--- src/rtl/alu_pkg.sv ---
// Shared definitions for the ALU issue controller: op codes, flag bit
// positions and the issue FSM state type.
package alu_pkg;

    localparam logic [1:0] ALU_ADD = 2'b00;
    localparam logic [1:0] ALU_SUB = 2'b01;
    localparam logic [1:0] ALU_AND = 2'b10;
    localparam logic [1:0] ALU_OR  = 2'b11;

    localparam int FLG_OV   = 2;
    localparam int FLG_SIGN = 1;
    localparam int FLG_ZERO = 0;

    typedef enum logic [1:0] {IDLE, EXEC, HOLD} state_t;

    // The ALU only produces a meaningful overflow flag for add/sub.
    function automatic logic is_arith(input logic [1:0] op);
        return (op == ALU_ADD) || (op == ALU_SUB);
    endfunction

endpackage

--- src/rtl/alu_rsp_fifo.sv ---
// Small response FIFO; push is accepted at full when a pop happens in the
// same cycle. Storage is reset so the head reads zero out of reset.
module alu_rsp_fifo #(
    parameter int width = 19,
    parameter int depth = 4
) (
    input  logic                   clk,
    input  logic                   rst_n,
    input  logic                   push,
    input  logic [width-1:0]       wdata,
    input  logic                   pop,
    output logic [width-1:0]       rdata,
    output logic                   full,
    output logic                   empty,
    output logic [$clog2(depth):0] count
);

    localparam int AW = $clog2(depth);
    localparam logic [AW:0]   CNT_ONE = (AW+1)'(1);
    localparam logic [AW-1:0] PTR_ONE = AW'(1);

    logic [width-1:0] mem [depth];
    logic [AW-1:0]    wr_ptr, rd_ptr;
    logic             do_push, do_pop;

    assign empty   = (count == '0);
    assign full    = (count == (AW+1)'(depth));
    assign do_pop  = pop & ~empty;
    assign do_push = push & (~full | do_pop);
    assign rdata   = mem[rd_ptr];

    always_ff @(posedge clk or negedge rst_n) begin
        if (!rst_n) begin
            for (int i = 0; i < depth; i++) mem[i] <= '0;
            wr_ptr <= '0;
            rd_ptr <= '0;
            count  <= '0;
        end else begin
            if (do_push) begin
                mem[wr_ptr] <= wdata;
                wr_ptr      <= wr_ptr + PTR_ONE;
            end
            if (do_pop) rd_ptr <= rd_ptr + PTR_ONE;
            case ({do_push, do_pop})
                2'b10:   count <= count + CNT_ONE;
                2'b01:   count <= count - CNT_ONE;
                default: count <= count;
            endcase
        end
    end

endmodule

--- src/rtl/alu_issue_ctrl.sv ---
// Issue controller in front of a combinational ALU: registers operands,
// captures the ALU result a cycle later into a response FIFO, keeps acc/sticky_ov.
module alu_issue_ctrl
    import alu_pkg::*;
#(
    parameter int data_width = 16,
    parameter int depth      = 4
) (
    input  logic                  clk,
    input  logic                  rst_n,
    input  logic                  cmd_valid,
    output logic                  cmd_ready,
    input  logic [data_width-1:0] cmd_a,
    input  logic [data_width-1:0] cmd_b,
    input  logic [1:0]            cmd_op,
    input  logic                  cmd_acc,
    output logic [data_width-1:0] alu_a,
    output logic [data_width-1:0] alu_b,
    output logic [1:0]            alu_control,
    input  logic [data_width-1:0] alu_r,
    input  logic                  alu_ov,
    input  logic                  alu_sign,
    input  logic                  alu_zero,
    output logic                  rsp_valid,
    input  logic                  rsp_ready,
    output logic [data_width-1:0] rsp_r,
    output logic [2:0]            rsp_flags,
    output logic [data_width-1:0] acc,
    output logic                  sticky_ov,
    input  logic                  clr_sticky
);

    localparam int CW = $clog2(depth) + 1;

    state_t                  state, state_nxt;
    logic                    load, push, can_push;
    logic                    fifo_full, fifo_empty;
    logic [CW-1:0]           fifo_count;
    logic [2:0]              cap_flags;
    logic [data_width+2:0]   fifo_rdata;

    assign can_push = (fifo_count < CW'(depth)) || (fifo_full && rsp_ready);

    always_comb begin
        cap_flags           = '0;
        cap_flags[FLG_OV]   = alu_ov & is_arith(alu_control);
        cap_flags[FLG_SIGN] = alu_sign;
        cap_flags[FLG_ZERO] = alu_zero;
    end

    always_ff @(posedge clk or negedge rst_n) begin
        if (!rst_n) state <= IDLE;
        else        state <= state_nxt;
    end

    always_comb begin
        state_nxt = state;
        cmd_ready = 1'b0;
        load      = 1'b0;
        push      = 1'b0;
        case (state)
            IDLE: begin
                cmd_ready = 1'b1;
                if (cmd_valid) begin
                    load      = 1'b1;
                    state_nxt = EXEC;
                end
            end
            EXEC, HOLD: begin
                // Operands stay registered through HOLD, so the ALU output is still valid.
                if (can_push) begin
                    push      = 1'b1;
                    state_nxt = IDLE;
                end else begin
                    state_nxt = HOLD;
                end
            end
            default: state_nxt = IDLE;
        endcase
    end

    always_ff @(posedge clk or negedge rst_n) begin
        if (!rst_n) begin
            alu_a       <= '0;
            alu_b       <= '0;
            alu_control <= ALU_ADD;
        end else if (load) begin
            alu_a       <= cmd_acc ? acc : cmd_a;
            alu_b       <= cmd_b;
            alu_control <= cmd_op;
        end
    end

    always_ff @(posedge clk or negedge rst_n) begin
        if (!rst_n) begin
            acc       <= '0;
            sticky_ov <= 1'b0;
        end else begin
            if (push) acc <= alu_r;
            // A capture with overflow beats a concurrent clear.
            if (push && cap_flags[FLG_OV]) sticky_ov <= 1'b1;
            else if (clr_sticky)           sticky_ov <= 1'b0;
        end
    end

    alu_rsp_fifo #(
        .width (data_width + 3),
        .depth (depth)
    ) u_fifo (
        .clk   (clk),
        .rst_n (rst_n),
        .push  (push),
        .wdata ({cap_flags, alu_r}),
        .pop   (rsp_ready),
        .rdata (fifo_rdata),
        .full  (fifo_full),
        .empty (fifo_empty),
        .count (fifo_count)
    );

    assign rsp_valid = ~fifo_empty;
    assign rsp_r     = fifo_rdata[data_width-1:0];
    assign rsp_flags = fifo_rdata[data_width +: 3];

endmodule
--- config.mk ---
export PLATFORM = sky130hd
export DESIGN_NAME = alu_issue_ctrl
export DESIGN_NICKNAME = d
export VERILOG_FILES = /design/src/rtl/alu_pkg.sv /design/src/rtl/alu_rsp_fifo.sv /design/src/rtl/alu_issue_ctrl.sv
export SDC_FILE = /design/constraint.sdc
export NUM_CORES = 1
export LEC_CHECK = 0
export CORE_MARGIN = 5
export CORE_UTILIZATION = 46
export DETAILED_ROUTE_END_ITERATION = 8
export GPL_TIMING_DRIVEN = 0
export PLACE_DENSITY = 0.83
export SLEW_MARGIN = 20
export SYNTH_ARGS = -nofsm -noshare
export SYNTH_HDL_FRONTEND = slang
export SYNTH_SLANG_ARGS = --single-unit
--- constraint.sdc ---
create_clock -name clk -period 2.5 [get_ports clk]
set_input_delay 0.25 -clock clk [delete_from_list [all_inputs] [get_ports clk]]
set_output_delay 0.25 -clock clk [all_outputs]
set_load 0.03 [all_outputs]
==> reports/qor.yml, run 1 <==
outcome: "finished clean"
r2r_start: "state[0]$_DFFE_PN0P_"
holdCritStartpoint: "cmd_acc"
place_area_mm2: 0.00754
end_kind: "flop"
dp_hpwl_um: 10100
synth.cell_area_mm2: 0.00600
met1_usage_pct: 24.7
finalCriticalPeriod_ns: 2.43
drv_slew: 0
max-vdd-ir-drop_v: 0.000906
ys_seq_area_share_pct: 56.7
cts_buffer_depth: 2
grt_util_met3_pct: 7.16
slew_headroom_pct: 61.4
startpoint_type: "flop"
die_area_mm2: 0.0154
first_pass_iters: 4
yosys_warnings: 0
powerDensity_mw_per_mm2: 1600
synthCells: 374
fp.dieW_um: 124
critPathRequiredTime_ns: 2.84
cap_violations: 0
wl_um: 14200
grt_pass1_wl_um: 23200
synthArstFlopShare_pct: 100
clock.fmax_ghz: 0.411
overflow: 0
core_area_mm2: 0.0127
path_class: "reg -> reg"
vias: 3675
synth_seq_cells: 136
reg2reg_slack_ns: 0.07
grt_use_met2_pct: 31.5
grt_usage_pct: 19.3
gp_congestion: 0.774
rsz0062_at_grt: "yes"
drive_gt1_share_pct: 34.6
synth_cell_type_count: 28
timing.final.crit_share_pct: 97.3
die_y_um: 124
grt_pass1_vias: 4159
fin_worst_skew_ns: 0.00737
num_rows: 41
reg2regPathDepth: 12
clkLatencyLatePin_ns: 0.42
drt_iter0_markers: 262
synth_edf_count: 0
wl_per_cell_um: 19.9
top_usage_layer: "met2"
leakage_nw: 3.69
hold_viol_final: 0
ios: 131
synth_nets: 440
register_area_mm2: 0.00340
clk_pin_slew_worst_paths_ns: 0.06
avgSynthCellArea_um2: 16.1
clock_sinks: 136
n_antenna_cell: 0
cts_tree: "done"
mostFrequentLayoutCells: "136 x dfrtp_1, 110 x clkdlybuf4s50_1, 71 x mux2_2, 40 x mux2_4"
finalSetupViolCount: 0
antenna_found_initial: 0
hold-path-endpoint: "alu_a[15]$_DFFE_PN0P_"
cts_buffers: 17
worst_slew_pin_slew_ns: 0.579
r2r-end: "u_fifo.count[2]$_DFFE_PN0P_"
final_common_cell: "dfrtp_1"
multiInputGateArea_mm2: 0.00246
avgViaCountPerCell: 5.16
min_path_type: "in -> reg"
ant_nets: 0
root_buffer: "clkbuf_16"
grt_max_degree: 81
stdcell_area_mm2: 0.00820
fillers: 977
final_util_pct: 64.5
area_growth_pct: 36.6
synth_flop_cell: "dfrtp_1"
initial_core_util_pct: 47.2
tns_ns: 0
hold_depth: 3
numPortBuffers: 129
worst-path-max-fanout: 6
final_nets: 593
cts_max_level: 4
drc: 0
cp.arrival_ns: 2.78
flip-flops by register name (all words and copies together), names as in the netlist:
signal	flops
alu_a	16
state	2
alu_b	16
u_fifo.count	3
sticky_ov	1
u_fifo.rd_ptr	2
u_fifo.mem	76
u_fifo.wr_ptr	2
alu_control	2
acc	16
metal layers:
layer	wire (um)	part of all wire, %	vias to the layer above
met5	0	0	-
li1	-	-	1651
met3	650	4.6	12
met1	6170	44	1918
met4	130	0.92	0
met2	7200	51	94
synthesized netlist by cell type (2+ instances only):
master | instances | area, um^2
buf_2 | 5 | 25.0
o21ai_0 | 19 | 95.1
xor2_1 | 3 | 26.3
xnor2_1 | 3 | 26.3
mux2_2 | 71 | 800
buf_1 | 2 | 7.51
mux2_4 | 40 | 601
nor2b_1 | 2 | 12.5
ha_1 | 6 | 75.1
o21ai_4 | 4 | 65.1
mux4_2 | 19 | 428
nand2_1 | 18 | 67.6
inv_1 | 8 | 30.0
buf_6 | 5 | 56.3
mux2i_1 | 17 | 170
dfrtp_1 | 136 | 3400
clkbuf_1 | 5 | 18.8
how the worst max path moves through the flow:
stage	end	slack, ns	from	depth (start not counted)
after floorplan	u_fifo.count[2]$_DFFE_PN0P_	0.07	state[0]$_DFFE_PN0P_	12
after global placement	u_fifo.mem[23]$_DFFE_PN0P_	-3.94	rst_n	1
after detailed placement	u_fifo.count[2]$_DFFE_PN0P_	-0.27	state[0]$_DFFE_PN0P_	12
after CTS	u_fifo.count[2]$_DFFE_PN0P_	-0.02	state[0]$_DFFE_PN0P_	12
after global routing	u_fifo.count[2]$_DFFE_PN0P_	-0.05	state[0]$_DFFE_PN0P_	12
final	u_fifo.count[2]$_DFFE_PN0P_	0.07	state[0]$_DFFE_PN0P_	12
critical path: stages (launching register included):
cell      delay, ns
dfrtp_1        0.35
inv_1          0.05
ha_1           0.32
nor4bb_1       0.16
buf_4          0.20
nor2_4         0.12
buf_8          0.11
ha_2           0.17
inv_1          0.05
fa_1           0.38
xor2_1         0.16
nor2_1         0.13
xor2_1         0.16
area by class of cell:
cell class / count / area share [%]
Sequential cell: 136 / 41.5
Multi-Input combinational cell: 212 / 30.0
Timing Repair Buffer: 134 / 16.3
Clock buffer: 17 / 5.19
Tap cell: 172 / 2.62
Clock inverter: 15 / 2.47
Buffer: 18 / 1.57
Inverter: 8 / 0.366
cell families after synthesis:
logic type,count (synthesis),share of synthesized area [%]
muxes,147,33.3
DFF,136,56.7
and+or+nand+nor,27,2.21
buffers and inverters,26,2.42
AOI/OAI and AO/OA,25,2.94
adders and majority gates,7,1.58
xor gates and xnor gates,6,0.876
power breakdown:
group	internal, W	switching (W)	total [W]	leakage [nW]
combinational	0.00323	0.00326	0.00650	1.77
clock	0.00167	0.000971	0.00264	0.291
sequential	0.00333	0.000666	0.00400	1.63
total	0.00824	0.00490	0.0131	3.69
stage by stage:
stage          setup slack [ns]  total power, W  instances  hold slack, ns
5_1_grt                 -0.0546          0.0138        712           0.283
3_3_place_gp              -3.94          0.0104        675           0.465
4_1_cts                 -0.0207          0.0132        710           0.269
6_report                 0.0676          0.0131        712           0.291
3_5_place_dp             -0.266          0.0107        676           0.205
2_1_floorplan            0.0689         0.00828        374         -0.0456
what timing repair did:
action,in CTS,in global routing
hold buffers,1,0
resized for setup,23,2
setup buffers,1,2
cloned,0,0
pin swaps,1,0
hold endpoints to repair,56,0
setup endpoints to repair,21,3
Note: power is estimated with default switching activity, not from simulation.
==> run 2: changes to the inputs <==
- CORE_ASPECT_RATIO: not set -> 1.4
- CTS_CLUSTER_DIAMETER: not set -> 60
- SETUP_SLACK_MARGIN: not set -> 0.5
==> run 2 against run 1 <==
Cell count up 0.70%. Worst setup slack better by 0.18 ns. Count of clock-buffer cells in the layout grew 2. Critical path depth stayed put. Final area increased by 6.4%. Sequential share of layout area shrank 2.5 points. Register-to-register slack better by 0.18 ns. Hold slack improved by 0.015 ns. Flip-flop and latch count is the same. Clock power decreased by 5%. Utilization grew 3.6 points.
==> reports/qor.yml, run 2 (synthesis results as in run 1) <==
fp.dieW_um: 107  # -14%
tns_ns: 0  # unchanged
grt_pass1_vias: 4533  # +9.0%
worst_slew_pin_slew_ns: 0.746  # +0.167 ns
top_usage_layer: "met2"
clock.fmax_ghz: 0.444  # +7.9%
wl_per_cell_um: 22.3  # +12%
critPathRequiredTime_ns: 2.84  # about the same
mostFrequentLayoutCells: "135 x dfrtp_1, 108 x clkdlybuf4s50_1, 67 x mux2_4, 44 x mux2_2, 28 x buf_6"
grt_pass1_wl_um: 23900  # +3.0%
final_util_pct: 68.1  # +3.6 points
numPortBuffers: 129  # unchanged
finalSetupViolCount: 0  # unchanged
final_cell_count_no_fill: 717  # +0.70%
hold_viol_final: 0  # unchanged
crit_buf_inv: 4  # unchanged
leakage_nw: 4.03  # +9.1%
crit_chain: "inv_2 > ha_4 > nor2b_1 > buf_6 > nor2_4 > buf_12 > ha_4 > inv_2 > fa_2 > xor2_1 > nor2_1 > xor2_1"
drive_gt1_share_pct: 42.0  # +7.4 points
max-vdd-ir-drop_v: 0.000830  # -8.4%
wl_um: 16000  # +13%
cts_buffer_depth: 2  # unchanged
die_y_um: 145  # +17%
core_area_mm2: 0.0128  # +0.72%
cpPeakStageDelay_ns: 0.37  # about the same
final_common_cell: "dfrtp_1"
startpoint_type: "flop"
largest_reg_flops: 76  # unchanged
grt_max_degree: 81  # unchanged
grt_use_met2_pct: 34.5  # +2.9 points
avgViaCountPerCell: 5.44  # +5.4%
vias: 3901  # +6.1%
end_kind: "flop"
final_nets: 617  # +4.0%
cts_buffers: 17  # unchanged
drt_iter0_markers: 119  # -55%
worst-path-max-fanout: 6  # unchanged
crit_slowest_cell: "dfrtp_1"
cts_max_level: 4  # unchanged
dp_hpwl_um: 10300  # +1.5%
cp.arrival_ns: 2.59  # -0.19 ns
clkLatencyLatePin_ns: 0.41  # about the same
met1_usage_pct: 23.6  # -1.1 points
path_class: "reg -> reg"
timing.final.crit_share_pct: 90.1  # -7.2 points
overflow: 0  # unchanged
regMostFlops: "u_fifo.mem"
rsz0062_at_grt: "yes"
cpLargestDelayFamily: "adder cells"
clock_sinks: 136  # unchanged
ios: 131  # unchanged
clk_pin_slew_worst_paths_ns: 0.06  # about the same
finalCriticalPeriod_ns: 2.25  # -0.179 ns
powerDensity_mw_per_mm2: 1640  # +2.1%
grt_usage_pct: 20.0  # +0.68 points
cap_violations: 0  # unchanged
drv_slew: 0  # unchanged
fin_worst_skew_ns: 0.00854  # +0.00116 ns
drc: 0  # unchanged
area_growth_pct: 45.4
ant_nets: 0  # unchanged
antenna_found_initial: 0  # unchanged
first_pass_iters: 4  # unchanged
gp_congestion: 0.782  # +1.1%
numPlacedInstances: 657  # -2.8%
die_area_mm2: 0.0155  # +0.21%
slew_headroom_pct: 50.3  # -11 points
grt_util_met3_pct: 5.96  # -1.2 points
root_buffer: "clkbuf_16"
cts_tree: "done"
outcome: "finished clean"
initial_core_util_pct: 46.9  # -0.34 points
num_rows: 49  # +20%
n_antenna_cell: 0  # unchanged
min_path_type: "in -> reg"
## run 2: changes by cell type in the layout (fill, tap and decap cells not counted), sizes merged
cell / previous run / this run
clkdlybuf4s50: 110 / 108
clkinv: 5 / 4
dlymetal6s2s: 1 / 0
inv: 9 / 10
bufinv: 4 / 2
clkbuf: 22 / 30
dlygate4sd2: 17 / 1
buf: 18 / 55
## run 2: path summary, 6_finish.rpt
kind / startpoint / end / slack (ns) / depth (start not counted)
worst max register to register: state[1]$_DFFE_PN0P_ / u_fifo.count[2]$_DFFE_PN0P_ / 0.25 / 12
min in group asynchronous: rst_n / alu_b[3]$_DFFE_PN0P_ / 0.46 / 2
worst min register to register: alu_a[10]$_DFFE_PN0P_ / alu_a[10]$_DFFE_PN0P_ / 0.48 / 2
worst max-delay path: state[1]$_DFFE_PN0P_ / u_fifo.count[2]$_DFFE_PN0P_ / 0.25 / 12
worst min-delay path: cmd_acc / alu_a[2]$_DFFE_PN0P_ / 0.31 / 3
max in group asynchronous: rst_n / alu_a[14]$_DFFE_PN0P_ / 1.30 / 3
## run 2: final cells by class
cell class,instances,area [um^2]
plain buffers,18,200
flip-flops and latches,136,3400
clock buffers,19,453
inverters,8,30.0
clock inverters,13,146
multi-input cells,212,2600
well taps,153,191
fillers,834,4090
repair buffers,158,1700
## run 2: repair_timing
item,4_1_cts,5_1_grt
hold buffers,1,0
setup endpoints to repair,72,101
pin swaps,6,5
endpoints found under the hold margin,79,0
resized for setup,114,97
cloned,0,6
buffers inserted,13,8
## run 2: power by group
part | switching, W | internal, W | total, W
Clock | 0.000984 | 0.00153 | 0.00251
Combinational | 0.00357 | 0.00409 | 0.00767
Sequential | 0.000757 | 0.00333 | 0.00409
Total | 0.00532 | 0.00896 | 0.0143
## run 2: through the flow
stage	hold WS, ns	total power (W)	worst slack, ns	instance area [um^2]
global route	0.321	0.0149	0.154	8730
global placement	0.464	0.0105	-3.75	7500
CTS	0.302	0.0133	0.258	8230
detailed placement	0.349	0.0108	-0.113	7530
floorplan	-0.0456	0.00832	0.193	6020
finish	0.305	0.0143	0.247	8730
## run 2: per-layer routing
layer  share of wire, %  vias to the layer above
li1                   -                     1697
met5                  0                        -
met3                5.2                       22
met1                 39                     2052
met4                1.8                        0
met2                 54                      130
## run 2: worst min-delay path, delay by kind of cell
family | cells | cell delay, ns
AO/OA/AOI/OAI | 1 | 0.09
multiplexers | 1 | 0.16
buffers and inverters | 1 | 0.18
==> RTL edit 1 (settings of run 1) <==
Reset style: synchronous (`rst_n`), changed in 4 clocked blocks.
--- a/src/rtl/alu_rsp_fifo.sv
+++ b/src/rtl/alu_rsp_fifo.sv
@@ -30,5 +30,5 @@
     assign rdata   = mem[rd_ptr];
 
-    always_ff @(posedge clk or negedge rst_n) begin
+    always_ff @(posedge clk) begin
         if (!rst_n) begin
             for (int i = 0; i < depth; i++) mem[i] <= '0;
--- a/src/rtl/alu_issue_ctrl.sv
+++ b/src/rtl/alu_issue_ctrl.sv
@@ -49,5 +49,5 @@
     end
 
-    always_ff @(posedge clk or negedge rst_n) begin
+    always_ff @(posedge clk) begin
         if (!rst_n) state <= IDLE;
         else        state <= state_nxt;
@@ -80,5 +80,5 @@
     end
 
-    always_ff @(posedge clk or negedge rst_n) begin
+    always_ff @(posedge clk) begin
         if (!rst_n) begin
             alu_a       <= '0;
@@ -92,5 +92,5 @@
     end
 
-    always_ff @(posedge clk or negedge rst_n) begin
+    always_ff @(posedge clk) begin
         if (!rst_n) begin
             acc       <= '0;
Function: differs if rst_n is asserted again (counterexample within 4 cycles, from zero or initial values and one cycle with rst_n low); with rst_n held inactive, the same outputs for 10 cycles.
==> RTL edit 1 against run 1 <==
  * Design area decreased by 3.0%
  * Hold slack got worse by 0.029 ns
  * Synthesized area decreased by 3.8%
  * Sequential cell count increased by 2
  * Wire length increased by 9.1%
  * Synthesized cell count increased by 25%
  * Setup slack improved by 0.054 ns
  * Utilization decreased by 0.66 points
Power is not compared: it rests on default switching activity, and its combinational part moved more than twofold at a synthesized area within 25%.
==> RTL edit 1: results (changes against run 1) <==
Parameter                              Value

Route
  Final Routed Wirelength ... 15.44 mm (+9.1%)
  Routed length on met3 ... 1.375 mm (+110%)
  Routed via count ... 4,372 (+19%)
  Starting DRC count in detailed routing ... 332 (+27%)

Logic synthesis
  Synth Flop Type ... sky130_fd_sc_hd__edfxtp_1
  Mean cell area of the mapped netlist ... 12.39 um2 (-23%)
  Mux contribution to synthesized area ... 0.1018 (-0.2310)
  Synth Area in Compound Gates ... 0.08581 (+0.05642)
  Portion of the post-synthesis area used by sequential elements ... 0.6102 (+0.04328)
  Number of nets in the synthesized netlist ... 528 (+20%)

Setup path
  CP max stage cell ... sky130_fd_sc_hd__clkdlybuf4s50_1
  Largest fanout on the critical path ... 10 (+4)
  Reg2Reg Setup Slack ... 0.14 ns (+0.07 ns)
  Crit path capture ... rsp_r[1]
  Worst reg2reg endpoint ... u_fifo.mem[1][5]$_SDFFCE_PN0P_
  Depth of the worst register-to-register path ... 7 (-5)
  Startpoint of the worst register-to-register path ... u_fifo.count[1]$_SDFFE_PN0P_
  Kind of cell adding the most delay to the critical path ... buffers and inverters

Clocking
  Total setup buffers inserted after CTS ... 0 (-1)
  Post-cts sizing count ... 15 (-35%)
  Source-to-sink clock delay at the later pin of the worst-skew pair ... 0.41 ns

Placed design
  Quantity of I/O buffers inserted on ports ... 128 (-0.78%)
  Placement-stage cell area ... 0.007316 mm2 (-3.0%)
  Placed cell count ... 769 (+14%)
  Setup slack at placement ... -0.5565 ns (-0.2907 ns)
  Detail Placement HPWL ... 10.92 mm (+8.2%)
  Final RePlAce weighted congestion ... 0.8558 (+11%)

Global route
  Number of global-route vias before repair ... 4,603 (+11%)
  Largest net degree at the start of global routing ... 20 (-75%)
  Routing usage on met1 ... 0.2623 (+0.01520)
  Met2 track demand over resource ... 0.3622 (+0.04702)
  Total global-route track usage ... 0.2155 (+0.02248)
  First-pass GRT wire length ... 24.23 mm (+4.2%)
  Grt met3 use ... 0.06685 (-0.004760)

Hold path
  Hold path startpoint ... rst_n
  Hold Path End ... acc[2]$_SDFFE_PN0P_

Cells and area
  Fill cell count ... 889 (-9.0%)
  Layout Nets ... 679 (+15%)
  Ratio of cells with drive above 1 in the final layout ... 0.1206 (-0.2257)

Run status
  Status ... complete, no violations

STA
  Worst Max-Slew Pin Slew ... 0.7379 ns (+0.1587 ns)
  Final setup skew ... 0.004621 ns (-0.002752 ns)
  Final clock period utilization by the worst path ... 0.9515 (-0.02148)
  Worst hold-check slack ... 0.2615 ns (-0.02944 ns)
[RTL edit 1: cell count changes after synthesis, moves of 24 or more]
cell                       change
sky130_fd_sc_hd__and2_1       +37
sky130_fd_sc_hd__and3_1       +33
sky130_fd_sc_hd__dfrtp_1     -136
sky130_fd_sc_hd__dfxtp_1      +62
sky130_fd_sc_hd__edfxtp_1     +76
sky130_fd_sc_hd__mux2_2       -71
sky130_fd_sc_hd__mux2_4       -40
sky130_fd_sc_hd__nand2_1      +38
sky130_fd_sc_hd__nor2_1       +24
[RTL edit 1: area by class of cell]
class,count,area (um2),share of cell area
clock inverter,14,153.9,0.01935
multi-input combinational,282,2092,0.2631
clock buffer,18,429.2,0.05396
timing repair buffer,134,1325,0.1666
inverter,11,43.79,0.005507
tap,172,215.2,0.02706
sequential,138,3525,0.4432
buffer,33,168.9,0.02124
==> RTL edit 2 (settings of run 1) <==
Without the edit above. Set the parameter `data_width` to 32 (it was 16).
--- a/src/rtl/alu_issue_ctrl.sv
+++ b/src/rtl/alu_issue_ctrl.sv
@@ -4,5 +4,5 @@
     import alu_pkg::*;
 #(
-    parameter int data_width = 16,
+    parameter int data_width = 32,
     parameter int depth      = 4
 ) (
Interface: changed (7 resized); port bits go from 131 to 243. No check against the original RTL was run, so the function may have changed too.
==> RTL edit 2 against run 1 <==
  * Setup slack gained 0.020 ns
  * Critical path type is now register to output port
  * Wire length up 93%
  * Power increased by 83%
  * Synthesized area grew 83%
  * Design area is 81% higher
  * Sequential cell count grew 112
  * Clock power grew 63%
  * Sequential power increased by 84%
  * Utilization is 1.3 points lower
==> RTL edit 2: results (changes against run 1) <==
Parameter                              Value

Placed design
  Quantity of I/O buffers inserted on ports ... 241 (+87%)
  Detail Placement HPWL ... 18.83 mm (+86%)

Global route
  Number of global-route vias before repair ... 7,597 (+83%)
  Largest net degree at the start of global routing ... 96 (+19%)
  Total global-route track usage ... 0.2009 (+0.007815)

Setup path
  Reg2Reg Setup Slack ... 0.10 ns (+0.03 ns)
  Largest fanout on the critical path ... 10 (+4)

Route
  Routed length on met3 ... 1.864 mm (+190%)
  Metal2 WL ... 13.63 mm (+89%)
  Final Routed Wirelength ... 27.37 mm (+93%)
  Metal1 wirelength ... 11.37 mm (+84%)
  Average vias per placed instance ... 5.184 (+0.44%)
  Starting DRC count in detailed routing ... 376 (+44%)

Clocking
  Source-to-sink clock delay at the later pin of the worst-skew pair ... 0.52 ns (+0.10 ns)
  Total setup buffers inserted after CTS ... 2 (+1)
  Clock buffer depth ... 3 (+1)
  Number of buffers inserted during clock tree synthesis ... 26 (+9)

STA
  Worst Max-Slew Pin Slew ... 0.6104 ns (+0.03120 ns)
  Worst hold-check slack ... 0.2465 ns (-0.04445 ns)

Cells and area
  Ratio of cells with drive above 1 in the final layout ... 0.3564 (+0.01011)
  Max reg flops ... 140 (+84%)
  Layout Nets ... 1,063 (+79%)

Hold path
  Worst min-delay path category ... input pin to asynchronous set/reset pin

Logic synthesis
  Portion of the post-synthesis area used by sequential elements ... 0.5636 (-0.003331)
  Cell types with the largest area share after synthesis ... sky130_fd_sc_hd__dfrtp_1 (56%), sky130_fd_sc_hd__mux2_4 (16%), sky130_fd_sc_hd__mux2_2 (8.4%), sky130_fd_sc_hd__mux4_2 (7.2%), sky130_fd_sc_hd__mux2i_1 (3.3%)
  Yosys cell types ... 31 (+11%)
  Commonest cells in the synthesized netlist ... sky130_fd_sc_hd__dfrtp_1 (248), sky130_fd_sc_hd__mux2_4 (116), sky130_fd_sc_hd__mux2_2 (82)

Pwr
  Standby leakage power ... 6.886 nW (+87%)
  Maximum vdd ir drop ... 0.0009455 V (+4.4%)

Run status
  Status ... complete, no violations
-- RTL edit 2: critical path, stage by stage, from the launching register on --
cell and delay (ns):
sky130_fd_sc_hd__dfrtp_1 0.37, sky130_fd_sc_hd__buf_8 0.19, sky130_fd_sc_hd__buf_8 0.19, sky130_fd_sc_hd__mux4_2 0.53
sky130_fd_sc_hd__dlygate4sd2_1 0.37
-- RTL edit 2: power by group through the flow --
stage | combinational, mW | clock (mW) | sequential, mW
after global placement | 12.5 | 0 | 7.22
final | 12.3 | 4.30 | 7.36
after CTS | 12.5 | 4.39 | 7.35
after floorplan | 6.82 | 0 | 8.61
after global routing | 13.0 | 4.58 | 7.58
after detailed placement | 12.7 | 0 | 7.33
-- RTL edit 2: metal layers --
| layer | up-vias | track usage |
|---|---|---|
| met3 | 34 | 0.04292 |
| met5 | - | 0 |
| met4 | 0 | 0.05028 |
| li1 | 2965 | - |
| met2 | 203 | 0.3408 |
| met1 | 3470 | 0.2652 |
-- RTL edit 2: area by class of cell --
class,instances,area share
multi-input combinational,373,0.3030
clock inverter,13,0.01489
inverter,12,0.003029
timing repair buffer,250,0.1624
tap,319,0.02684
buffer,37,0.02162
sequential,248,0.4173
clock buffer,35,0.05081
-- RTL edit 2: per-stage QoR --
| stage | setup slack, ns | cell area [um2] | power (mW) | util | instances |
|---|---|---|---|---|---|
| floorplan | 0.07042 | 11010 | 15.42 | - | 672 |
| global placement | -9.353 | 13820 | 19.69 | 0.5872 | 1232 |
| detailed placement | -0.3420 | 13880 | 20.03 | 0.5897 | 1234 |
| CTS | 0.004275 | 14890 | 24.22 | 0.6323 | 1283 |
| global route | -0.01085 | 14870 | 25.20 | 0.6318 | 1287 |
| finish | 0.08712 | 14870 | 24.00 | 0.6318 | 1287 |
-- RTL edit 2: path summary, 6_finish.rpt --
kind / end / start
worst max-delay path: rsp_r[28] / u_fifo.rd_ptr[0]$_DFFE_PN0P_
worst min-delay path: alu_b[3]$_DFFE_PN0P_ / rst_n
worst max register to register: u_fifo.count[2]$_DFFE_PN0P_ / state[0]$_DFFE_PN0P_
worst min register to register: alu_a[1]$_DFFE_PN0P_ / alu_a[1]$_DFFE_PN0P_
max in group asynchronous: u_fifo.rd_ptr[1]$_DFFE_PN0P_ / rst_n
min in group clk: sticky_ov$_DFFE_PN0P_ / clr_sticky
-- RTL edit 2: logic make-up after synthesis --
family                     after synthesis  synth area share
xor gates and xnor gates                 6          0.004773
buffers and inverters                   51           0.02897
and+or+nand+nor                         44           0.01761
DFF                                    248            0.5636
muxes                                  274            0.3514
AOI/OAI and AO/OA                       41           0.02386
adders and majority gates                8          0.009771
